File: config.mk
export PLATFORM = sky130hd
export DESIGN_NAME = bp_be_context_switch_ctrl_flat
export DESIGN_NICKNAME = d
export VERILOG_FILES = /design/src/rtl/bp_be_pkg.sv /design/src/rtl/bp_be_context_switch_ctrl_if.sv /design/src/rtl/bp_be_context_switch_ctrl.sv /design/src/flat_wrapper.sv
export SDC_FILE = /design/constraint.sdc
export NUM_CORES = 1
export LEC_CHECK = 0
export CAP_MARGIN = 20
export CORE_AREA = 2 2 134 136
export CTS_CLUSTER_DIAMETER = 200
export CTS_CLUSTER_SIZE = 16
export DETAILED_ROUTE_END_ITERATION = 16
export DIE_AREA = 0 0 136 138
export HOLD_SLACK_MARGIN = 0.05
export PLACE_DENSITY = 0.66
export SYNTH_ARGS = -nofsm -noshare
export SYNTH_HDL_FRONTEND = slang
export SYNTH_SLANG_ARGS = --single-unit
File: constraint.sdc
create_clock -name clk_i -period 1.5 [get_ports clk_i]
set_input_delay 0.45 -clock clk_i [delete_from_list [all_inputs] [get_ports clk_i]]
set_output_delay 0.45 -clock clk_i [all_outputs]
set_load 0.05 [all_outputs]
File: src/rtl/bp_be_pkg.sv
`default_nettype none
// ============================================================================
//  Module   : bp_be_pkg
//  Purpose  : Shared types for the BE context-switch sequencer: the FSM state
//             encoding, the per-thread architectural context record, and the
//             architectural widths the record is built from.
//  Ports    : (package, no ports)
//  Revision : 1.0  initial release
// ============================================================================
package bp_be_pkg;

   localparam int vaddr_width_gp = 64;
   localparam int asid_width_gp  = 16;

   // Machine mode; the redirect registers come out of reset pointing at M.
   localparam logic [1:0] c_priv_m = 2'b11;

   typedef enum logic [2:0] {
      IDLE     = 3'd0,
      DRAIN    = 3'd1,
      SAVE     = 3'd2,
      LOAD     = 3'd3,
      REDIRECT = 3'd4
   } bp_be_ctxt_sw_state_e;

   typedef struct packed {
      logic [vaddr_width_gp-1:0] npc;
      logic [1:0]                priv_mode;
      logic                      translation_en;
      logic [asid_width_gp-1:0]  asid;
   } bp_be_thread_ctx_s;

   function automatic bp_be_thread_ctx_s ctx_reset_value();
      bp_be_thread_ctx_s v;
      v.npc            = '0;
      v.priv_mode      = c_priv_m;
      v.translation_en = 1'b0;
      v.asid           = '0;
      return v;
   endfunction

endpackage
`default_nettype wire

File: src/rtl/bp_be_context_switch_ctrl_if.sv
`default_nettype none
// ============================================================================
//  Module   : bp_be_context_switch_ctrl_if
//  Purpose  : Bundle of every non-clock/reset signal of the context-switch
//             sequencer. master = sequencer side, slave = surrounding BE
//             (CSR requester, pipeline status, context storage, FE redirect).
//  Ports    : switch_*      request handshake from the CTXT CSR write
//             pipe_empty_i  BE has no instructions in flight
//             run_*         live state of the running thread
//             commit_*      context storage write (save of the old thread)
//             current_thread_id_o / ctx_*  storage read select and read data
//             redirect_*    redirect to FE, valid/ready
//             flush_o, err_o
//  Revision : 1.0  initial release
// ============================================================================
interface bp_be_context_switch_ctrl_if #(
   parameter int num_threads_p = 1
) ();
   import bp_be_pkg::*;

   localparam int c_tid_width = $clog2(num_threads_p) + 1;

   logic                      switch_v_i;
   logic [c_tid_width-1:0]    switch_tid_i;
   logic                      switch_ready_o;
   logic                      pipe_empty_i;

   logic [vaddr_width_gp-1:0] run_npc_i;
   logic [1:0]                run_priv_mode_i;
   logic                      run_translation_en_i;
   logic [asid_width_gp-1:0]  run_asid_i;

   logic                      commit_v_o;
   logic [c_tid_width-1:0]    commit_thread_id_o;
   logic [vaddr_width_gp-1:0] commit_npc_o;
   logic [1:0]                commit_priv_mode_o;
   logic                      commit_translation_en_o;
   logic [asid_width_gp-1:0]  commit_asid_o;

   logic [c_tid_width-1:0]    current_thread_id_o;
   logic [vaddr_width_gp-1:0] ctx_npc_i;
   logic [1:0]                ctx_priv_mode_i;
   logic                      ctx_translation_en_i;
   logic [asid_width_gp-1:0]  ctx_asid_i;

   logic                      redirect_v_o;
   logic                      redirect_ready_i;
   logic [vaddr_width_gp-1:0] redirect_npc_o;
   logic [1:0]                redirect_priv_mode_o;
   logic                      redirect_translation_en_o;
   logic [asid_width_gp-1:0]  redirect_asid_o;

   logic                      flush_o;
   logic                      err_o;

   modport master (
      input  switch_v_i, switch_tid_i, pipe_empty_i,
             run_npc_i, run_priv_mode_i, run_translation_en_i, run_asid_i,
             ctx_npc_i, ctx_priv_mode_i, ctx_translation_en_i, ctx_asid_i,
             redirect_ready_i,
      output switch_ready_o,
             commit_v_o, commit_thread_id_o, commit_npc_o, commit_priv_mode_o,
             commit_translation_en_o, commit_asid_o,
             current_thread_id_o,
             redirect_v_o, redirect_npc_o, redirect_priv_mode_o,
             redirect_translation_en_o, redirect_asid_o,
             flush_o, err_o
   );

   modport slave (
      output switch_v_i, switch_tid_i, pipe_empty_i,
             run_npc_i, run_priv_mode_i, run_translation_en_i, run_asid_i,
             ctx_npc_i, ctx_priv_mode_i, ctx_translation_en_i, ctx_asid_i,
             redirect_ready_i,
      input  switch_ready_o,
             commit_v_o, commit_thread_id_o, commit_npc_o, commit_priv_mode_o,
             commit_translation_en_o, commit_asid_o,
             current_thread_id_o,
             redirect_v_o, redirect_npc_o, redirect_priv_mode_o,
             redirect_translation_en_o, redirect_asid_o,
             flush_o, err_o
   );

endinterface
`default_nettype wire

File: src/rtl/bp_be_context_switch_ctrl.sv
`default_nettype none
// ============================================================================
//  Module   : bp_be_context_switch_ctrl
//  Purpose  : Hardware thread context-switch sequencer. Accepts a switch
//             request, flushes/drains the BE, saves the running thread's
//             NPC/priv/translation/ASID to context storage, reads the target
//             thread's context back and presents it to the FE as a redirect.
//             Owns the thread select driving the storage read port.
//  Ports    : clk_i    clock
//             reset_i  synchronous, active-high reset
//             io       bp_be_context_switch_ctrl_if.master (all other signals)
//  Revision : 1.0  initial release
// ============================================================================
module bp_be_context_switch_ctrl
   import bp_be_pkg::*;
#(
   parameter int num_threads_p   = 1,
   parameter int drain_timeout_p = 255
) (
   input  logic                               clk_i,
   input  logic                               reset_i,
   bp_be_context_switch_ctrl_if.master        io
);

   localparam int c_tid_width = $clog2(num_threads_p) + 1;
   localparam int c_cnt_width = (drain_timeout_p < 1) ? 1 : $clog2(drain_timeout_p + 1);

   localparam logic [c_tid_width-1:0] c_num_threads = c_tid_width'(num_threads_p);
   localparam logic [c_cnt_width-1:0] c_timeout     = c_cnt_width'(drain_timeout_p);

   bp_be_ctxt_sw_state_e      r_state, w_state_next;
   logic [c_tid_width-1:0]    r_cur_tid;
   logic [c_tid_width-1:0]    r_target;
   logic [c_cnt_width-1:0]    r_drain_cnt;
   logic                      r_err;
   bp_be_thread_ctx_s         r_redir;

   logic                      w_ready;
   logic                      w_accept;
   logic                      w_bad_tid;
   logic                      w_timeout;
   logic                      w_err_next;
   logic                      w_flush;
   logic                      w_commit_v;
   logic                      w_redirect_v;

   assign w_bad_tid = (io.switch_tid_i >= c_num_threads);
   assign w_timeout = (r_drain_cnt == c_timeout);

   // ------------------------------------------------------------------------
   // FSM: state register
   // ------------------------------------------------------------------------
   always_ff @(posedge clk_i) begin
      if (reset_i) begin
         r_state <= IDLE;
      end else begin
         r_state <= w_state_next;
      end
   end

   // ------------------------------------------------------------------------
   // FSM: next state and state-decoded outputs
   // ------------------------------------------------------------------------
   always_comb begin
      w_state_next = r_state;
      w_err_next   = 1'b0;
      w_ready      = 1'b0;
      w_accept     = 1'b0;
      w_flush      = 1'b0;
      w_commit_v   = 1'b0;
      w_redirect_v = 1'b0;

      case (r_state)
         IDLE: begin
            w_ready  = 1'b1;
            w_accept = io.switch_v_i;
            if (w_accept) begin
               if (w_bad_tid) begin
                  w_err_next = 1'b1;
               end else begin
                  w_state_next = DRAIN;
               end
            end
         end
         DRAIN: begin
            w_flush = 1'b1;
            // An empty pipe wins over a simultaneous timeout: the save can
            // still complete safely, so there is no reason to abort.
            if (io.pipe_empty_i) begin
               w_state_next = SAVE;
            end else if (w_timeout) begin
               w_err_next   = 1'b1;
               w_state_next = IDLE;
            end
         end
         SAVE: begin
            w_flush      = 1'b1;
            w_commit_v   = 1'b1;
            w_state_next = LOAD;
         end
         LOAD: begin
            w_flush      = 1'b1;
            w_state_next = REDIRECT;
         end
         REDIRECT: begin
            // Flush stays high through the handshake cycle so nothing from
            // the old thread can slip in before the FE takes the redirect.
            w_flush      = 1'b1;
            w_redirect_v = 1'b1;
            if (io.redirect_ready_i) begin
               w_state_next = IDLE;
            end
         end
         default: begin
            w_state_next = IDLE;
         end
      endcase
   end

   // ------------------------------------------------------------------------
   // Datapath registers: target latch, drain counter, thread id, redirect
   // capture, error pulse
   // ------------------------------------------------------------------------
   always_ff @(posedge clk_i) begin
      if (reset_i) begin
         r_target    <= '0;
         r_drain_cnt <= '0;
         r_cur_tid   <= '0;
         r_redir     <= ctx_reset_value();
         r_err       <= 1'b0;
      end else begin
         r_err <= w_err_next;

         if (w_accept && !w_bad_tid) begin
            r_target <= io.switch_tid_i;
         end

         // Clear-on-accept, saturating up-counter; it stops at the timeout
         // value rather than wrapping so a long drain can never alias to 0.
         if (w_accept) begin
            r_drain_cnt <= '0;
         end else if ((r_state == DRAIN) && !w_timeout) begin
            r_drain_cnt <= r_drain_cnt + 1'b1;
         end

         // Switching the thread select at the end of SAVE makes the storage
         // read data in LOAD belong to the target thread. For a self-switch
         // the storage write lands on the same edge, so LOAD sees the
         // just-saved state.
         if (r_state == SAVE) begin
            r_cur_tid <= r_target;
         end

         if (r_state == LOAD) begin
            r_redir.npc            <= io.ctx_npc_i;
            r_redir.priv_mode      <= io.ctx_priv_mode_i;
            r_redir.translation_en <= io.ctx_translation_en_i;
            r_redir.asid           <= io.ctx_asid_i;
         end
      end
   end

   // ------------------------------------------------------------------------
   // Outputs
   // ------------------------------------------------------------------------
   assign io.switch_ready_o            = w_ready;
   assign io.flush_o                   = w_flush;
   assign io.err_o                     = r_err;

   assign io.commit_v_o                = w_commit_v;
   assign io.commit_thread_id_o        = r_cur_tid;
   assign io.commit_npc_o              = io.run_npc_i;
   assign io.commit_priv_mode_o        = io.run_priv_mode_i;
   assign io.commit_translation_en_o   = io.run_translation_en_i;
   assign io.commit_asid_o             = io.run_asid_i;

   assign io.current_thread_id_o       = r_cur_tid;

   assign io.redirect_v_o              = w_redirect_v;
   assign io.redirect_npc_o            = r_redir.npc;
   assign io.redirect_priv_mode_o      = r_redir.priv_mode;
   assign io.redirect_translation_en_o = r_redir.translation_en;
   assign io.redirect_asid_o           = r_redir.asid;

endmodule
`default_nettype wire

File: src/flat_wrapper.sv
// flat-port wrapper written by rule: the top's interface ports become plain ports
module bp_be_context_switch_ctrl_flat import bp_be_pkg::*;
#(
   parameter int num_threads_p   = 1,
   parameter int drain_timeout_p = 255
)
  (clk_i, reset_i, io_switch_v_i, io_switch_tid_i, io_pipe_empty_i, io_run_npc_i, io_run_priv_mode_i, io_run_translation_en_i, io_run_asid_i, io_ctx_npc_i, io_ctx_priv_mode_i, io_ctx_translation_en_i, io_ctx_asid_i, io_redirect_ready_i, io_switch_ready_o, io_commit_v_o, io_commit_thread_id_o, io_commit_npc_o, io_commit_priv_mode_o, io_commit_translation_en_o, io_commit_asid_o, io_current_thread_id_o, io_redirect_v_o, io_redirect_npc_o, io_redirect_priv_mode_o, io_redirect_translation_en_o, io_redirect_asid_o, io_flush_o, io_err_o);
  bp_be_context_switch_ctrl_if #(.num_threads_p(num_threads_p)) io_i ();
  input  logic clk_i;
  input  logic reset_i;
  input wire logic [$bits(io_i.switch_v_i)-1:0] io_switch_v_i;
  input wire logic [$bits(io_i.switch_tid_i)-1:0] io_switch_tid_i;
  input wire logic [$bits(io_i.pipe_empty_i)-1:0] io_pipe_empty_i;
  input wire logic [$bits(io_i.run_npc_i)-1:0] io_run_npc_i;
  input wire logic [$bits(io_i.run_priv_mode_i)-1:0] io_run_priv_mode_i;
  input wire logic [$bits(io_i.run_translation_en_i)-1:0] io_run_translation_en_i;
  input wire logic [$bits(io_i.run_asid_i)-1:0] io_run_asid_i;
  input wire logic [$bits(io_i.ctx_npc_i)-1:0] io_ctx_npc_i;
  input wire logic [$bits(io_i.ctx_priv_mode_i)-1:0] io_ctx_priv_mode_i;
  input wire logic [$bits(io_i.ctx_translation_en_i)-1:0] io_ctx_translation_en_i;
  input wire logic [$bits(io_i.ctx_asid_i)-1:0] io_ctx_asid_i;
  input wire logic [$bits(io_i.redirect_ready_i)-1:0] io_redirect_ready_i;
  output wire logic [$bits(io_i.switch_ready_o)-1:0] io_switch_ready_o;
  output wire logic [$bits(io_i.commit_v_o)-1:0] io_commit_v_o;
  output wire logic [$bits(io_i.commit_thread_id_o)-1:0] io_commit_thread_id_o;
  output wire logic [$bits(io_i.commit_npc_o)-1:0] io_commit_npc_o;
  output wire logic [$bits(io_i.commit_priv_mode_o)-1:0] io_commit_priv_mode_o;
  output wire logic [$bits(io_i.commit_translation_en_o)-1:0] io_commit_translation_en_o;
  output wire logic [$bits(io_i.commit_asid_o)-1:0] io_commit_asid_o;
  output wire logic [$bits(io_i.current_thread_id_o)-1:0] io_current_thread_id_o;
  output wire logic [$bits(io_i.redirect_v_o)-1:0] io_redirect_v_o;
  output wire logic [$bits(io_i.redirect_npc_o)-1:0] io_redirect_npc_o;
  output wire logic [$bits(io_i.redirect_priv_mode_o)-1:0] io_redirect_priv_mode_o;
  output wire logic [$bits(io_i.redirect_translation_en_o)-1:0] io_redirect_translation_en_o;
  output wire logic [$bits(io_i.redirect_asid_o)-1:0] io_redirect_asid_o;
  output wire logic [$bits(io_i.flush_o)-1:0] io_flush_o;
  output wire logic [$bits(io_i.err_o)-1:0] io_err_o;
  assign io_i.switch_v_i = io_switch_v_i;
  assign io_i.switch_tid_i = io_switch_tid_i;
  assign io_i.pipe_empty_i = io_pipe_empty_i;
  assign io_i.run_npc_i = io_run_npc_i;
  assign io_i.run_priv_mode_i = io_run_priv_mode_i;
  assign io_i.run_translation_en_i = io_run_translation_en_i;
  assign io_i.run_asid_i = io_run_asid_i;
  assign io_i.ctx_npc_i = io_ctx_npc_i;
  assign io_i.ctx_priv_mode_i = io_ctx_priv_mode_i;
  assign io_i.ctx_translation_en_i = io_ctx_translation_en_i;
  assign io_i.ctx_asid_i = io_ctx_asid_i;
  assign io_i.redirect_ready_i = io_redirect_ready_i;
  assign io_switch_ready_o = io_i.switch_ready_o;
  assign io_commit_v_o = io_i.commit_v_o;
  assign io_commit_thread_id_o = io_i.commit_thread_id_o;
  assign io_commit_npc_o = io_i.commit_npc_o;
  assign io_commit_priv_mode_o = io_i.commit_priv_mode_o;
  assign io_commit_translation_en_o = io_i.commit_translation_en_o;
  assign io_commit_asid_o = io_i.commit_asid_o;
  assign io_current_thread_id_o = io_i.current_thread_id_o;
  assign io_redirect_v_o = io_i.redirect_v_o;
  assign io_redirect_npc_o = io_i.redirect_npc_o;
  assign io_redirect_priv_mode_o = io_i.redirect_priv_mode_o;
  assign io_redirect_translation_en_o = io_i.redirect_translation_en_o;
  assign io_redirect_asid_o = io_i.redirect_asid_o;
  assign io_flush_o = io_i.flush_o;
  assign io_err_o = io_i.err_o;
  bp_be_context_switch_ctrl #(.num_threads_p(num_threads_p), .drain_timeout_p(drain_timeout_p)) u_core (.clk_i(clk_i), .reset_i(reset_i), .io(io_i));
endmodule
==> impl_metrics.json <==
{
  "crit_type": "reg -> out",
  "violations": "setup timing",
  "netlist_top_cells_area": "dfxtp_1, buf_4, nand2_1",
  "grt_pass1_vias": 3862,
  "synth_seq_cells": 97,
  "synth_cell_types": 42,
  "skew_ps": 14.3,
  "worstPathCellList": "buf_6, nor3b_4, buf_12",
  "ff2ff_setup_slack_ps": 10,
  "end_kind": "primary output",
  "crit_slowest_cell": "dfxtp_4",
  "regToRegStartpoint": "u_core.r_state[2]",
  "routed_wl_mm": 12.4,
  "synth-edff-count": 0,
  "setup_viol_count_final": 4,
  "worst_hold_path.num_cells": 2,
  "start_util_pct": 24.5,
  "critPathMaxStageDelay_ps": 360,
  "timing.fmax_mhz": 593,
  "start_kind": "flop",
  "avgRoutedWirePerCell_um": 14.2,
  "vias": 3846,
  "async_reset_ff_share_pct": 0,
  "r2r_cells": 7,
  "worstPathMaxFanout": 5,
  "tightest_slew_ps": 311,
  "swShare_pct": 22.8,
  "r2r-end": "u_core.r_drain_cnt[2]",
  "yosysSeqAreaShare_pct": 45.2,
  "grt_overflow_total": 0,
  "drc": 0,
  "area_delta_synth_final_pct": 70.4,
  "synth_most_common_cell": "nand2_1",
  "synth_cells": 533,
  "grtUsageTotal_pct": 13.1,
  "globalplace.congestion": 0.704,
  "fp.dieH_um": 138,
  "grt_max_degree": 53,
  "antenna_found_initial": 0,
  "cap_violations": 0,
  "cts_hold_buf": 0,
  "relSlewSlack_pct": 79.3,
  "clkLatencyLatePin_ps": 350,
  "slew_viol_final": 0,
  "p_comb_share_pct": 10.1,
  "core_area_mm2": 0.0175,
  "fin_ws_ps": -188,
  "clkPwrFrac_pct": 43.0,
  "final_hold_viol_count": 0,
  "power.internal_mw": 4.28,
  "synth_common_cells": "nand2_1, dfxtp_1, a21oi_1, buf_4, clkbuf_1",
  "hold_path_startpoint": "reset_i",
  "cts_tree": "yes",
  "synth_warnings": 0,
  "cts-root-buf": "clkbuf_16",
  "final_util_pct": 41.7,
  "first_iter_violations": 139,
  "io_pins": 345,
  "synth_area_mm2": 0.00429,
  "fin_crit_sh_pct": 113,
  "die_x_um": 136,
  "cp.required_ps": 1050,
  "path_delay_family": "flip-flops",
  "status": "finished, violations left",
  "antenna_cells": 0,
  "clk_pin_slew_ps": 70,
  "dieArea_mm2": 0.0188,
  "final_nets": 812,
  "drtPass1Iterations": 4,
  "fp-row-count": 49,
  "synth_top_cell_by_area": "dfxtp_1",
  "cts.path.max_buffers": 2,
  "synth_flop_cell": "dfxtp_1",
  "dp_hpwl_mm": 8.58,
  "place_area_mm2": 0.00677,
  "layout-drive-gt1-share_pct": 26.1,
  "synth_top_area_share_pct": 45.2,
  "design_area_mm2": 0.00731,
  "hp-class": "in -> reg",
  "rsz0062_at_grt": "true",
  "switchingPower_mw": 1.26,
  "p_leak_nw": 2.61,
  "port_buffers": 178,
  "min_period_ps": 1690,
  "htree_num_levels": 3,
  "clock_sinks": 97,
  "seq_power_share_pct": 46.9,
  "avgViaCountPerCell": 4.41,
  "crit_buf_inv": 2,
  "vdd_drop_max_uv": 549,
  "syn_nets": 706,
  "hold_path_end": "u_core.io.err_o",
  "numCtsBuffers": 9,
  "grt_pass1_wl_mm": 19.2,
  "cp_data_arrival_time_ps": 1240,
  "p_per_area_mw_per_mm2": 758,
  "antenna_left": 0,
  "synth_area_per_cell_um2": 8.05
}
-- cell type report --
cell class	instances	area, um2
clock inverters	5	62.6
flip-flops and latches	97	1950
clock buffers	10	239
inverters	1	3.75
repair buffers	212	3060
well taps	229	287
fillers	1709	10200
multi-input cells	318	1710
-- cell families (layout without fill, tap and decap cells) --
| kind of cell | Yosys count | in the layout | synth area share (%) |
|---|---|---|---|
| simple gates | 215 | 215 | 22.6 |
| xor+xnor | 1 | 1 | 0.204 |
| compound gates | 96 | 96 | 12.2 |
| mux | 5 | 5 | 1.17 |
| buf+inv | 118 | 228 | 18.3 |
| fa+ha+maj | 1 | 1 | 0.291 |
| flops | 97 | 97 | 45.2 |
-- flip-flops by register name, indices dropped and copies added, names as in the netlist --
signal                               flops
u_core.io.redirect_npc_o                64
u_core.io.redirect_asid_o               16
u_core.r_drain_cnt                       8
u_core.r_state                           3
u_core.io.redirect_priv_mode_o           2
u_core.io.commit_thread_id_o             1
u_core.io.err_o                          1
u_core.io.redirect_translation_en_o      1
u_core.r_target                          1
-- power by group through the flow --
stage / Sequential (mW) / Combinational, mW / Clock (mW)
3_5_place_dp: 2.66 / 0.524 / 0
4_1_cts: 2.60 / 0.560 / 2.50
3_3_place_gp: 2.66 / 0.522 / 0
5_1_grt: 2.60 / 0.600 / 2.56
6_report: 2.60 / 0.562 / 2.38
2_1_floorplan: 2.68 / 0.746 / 0
-- layer usage --
| metal | vias to the layer above | part of all wire [%] | GRT usage (%) | wire, um |
|---|---|---|---|---|
| li1 | 1862 | - | - | - |
| met2 | 150 | 50 | 22.6 | 6170 |
| met1 | 1759 | 37 | 12.7 | 4560 |
| met3 | 75 | 7.6 | 4.33 | 949 |
| met5 | - | 0 | 0 | 0 |
| met4 | 0 | 5.9 | 9.87 | 732 |
-- worst max-delay path by stage --
stage,from,endpoint,depth (start not counted)
after global placement,io_switch_v_i,u_core.r_drain_cnt[0],5
after global routing,u_core.r_state[2],io_commit_v_o,3
final,u_core.r_state[2],io_commit_v_o,3
after detailed placement,io_switch_v_i,u_core.r_drain_cnt[0],5
after CTS,u_core.r_state[0],io_flush_o,4
after floorplan,u_core.r_state[0],io_redirect_v_o,3
-- metrics by stage --
stage / setup WS, ps / hold slack (ps) / cells / TNS [ps] / power [mW]
5_1_grt: -232 / 416 / 872 / -1070 / 5.76
2_1_floorplan: -2.86 / 455 / 533 / -2.86 / 3.42
4_1_cts: -205 / 385 / 871 / -788 / 5.65
3_3_place_gp: -413 / 464 / 849 / -4320 / 3.18
6_report: -188 / 415 / 872 / -619 / 5.54
3_5_place_dp: -436 / 472 / 849 / -4630 / 3.18
-- layout by cell type, fill, tap and decap left out, drive strengths merged, types with 2 or more instances in the layout --
cell type      instances
a211oi                 4
nor3b                  4
nand3b                 9
nand2                168
and4                   2
and3                   2
clkdlybuf4s50         86
buf                  124
or3b                   5
a41oi                  2
dfxtp                 97
and2                   2
nor3                   2
clkbuf                11
nand4                  2
clkinvlp               2
a21oi                 84
a31oi                  2
mux2i                  5
and3b                  2
nor2                   6
nand3                  6
inv                    3
-- repair_timing --
item | 4_1_cts | 5_1_grt
hold endpoints to repair | 0 | 0
resized for setup | 24 | 17
cloned | 0 | 1
setup endpoints to repair | 19 | 74
buffers inserted | 7 | 1
pin swaps | 5 | 10
(Power assumes the default switching activity.)
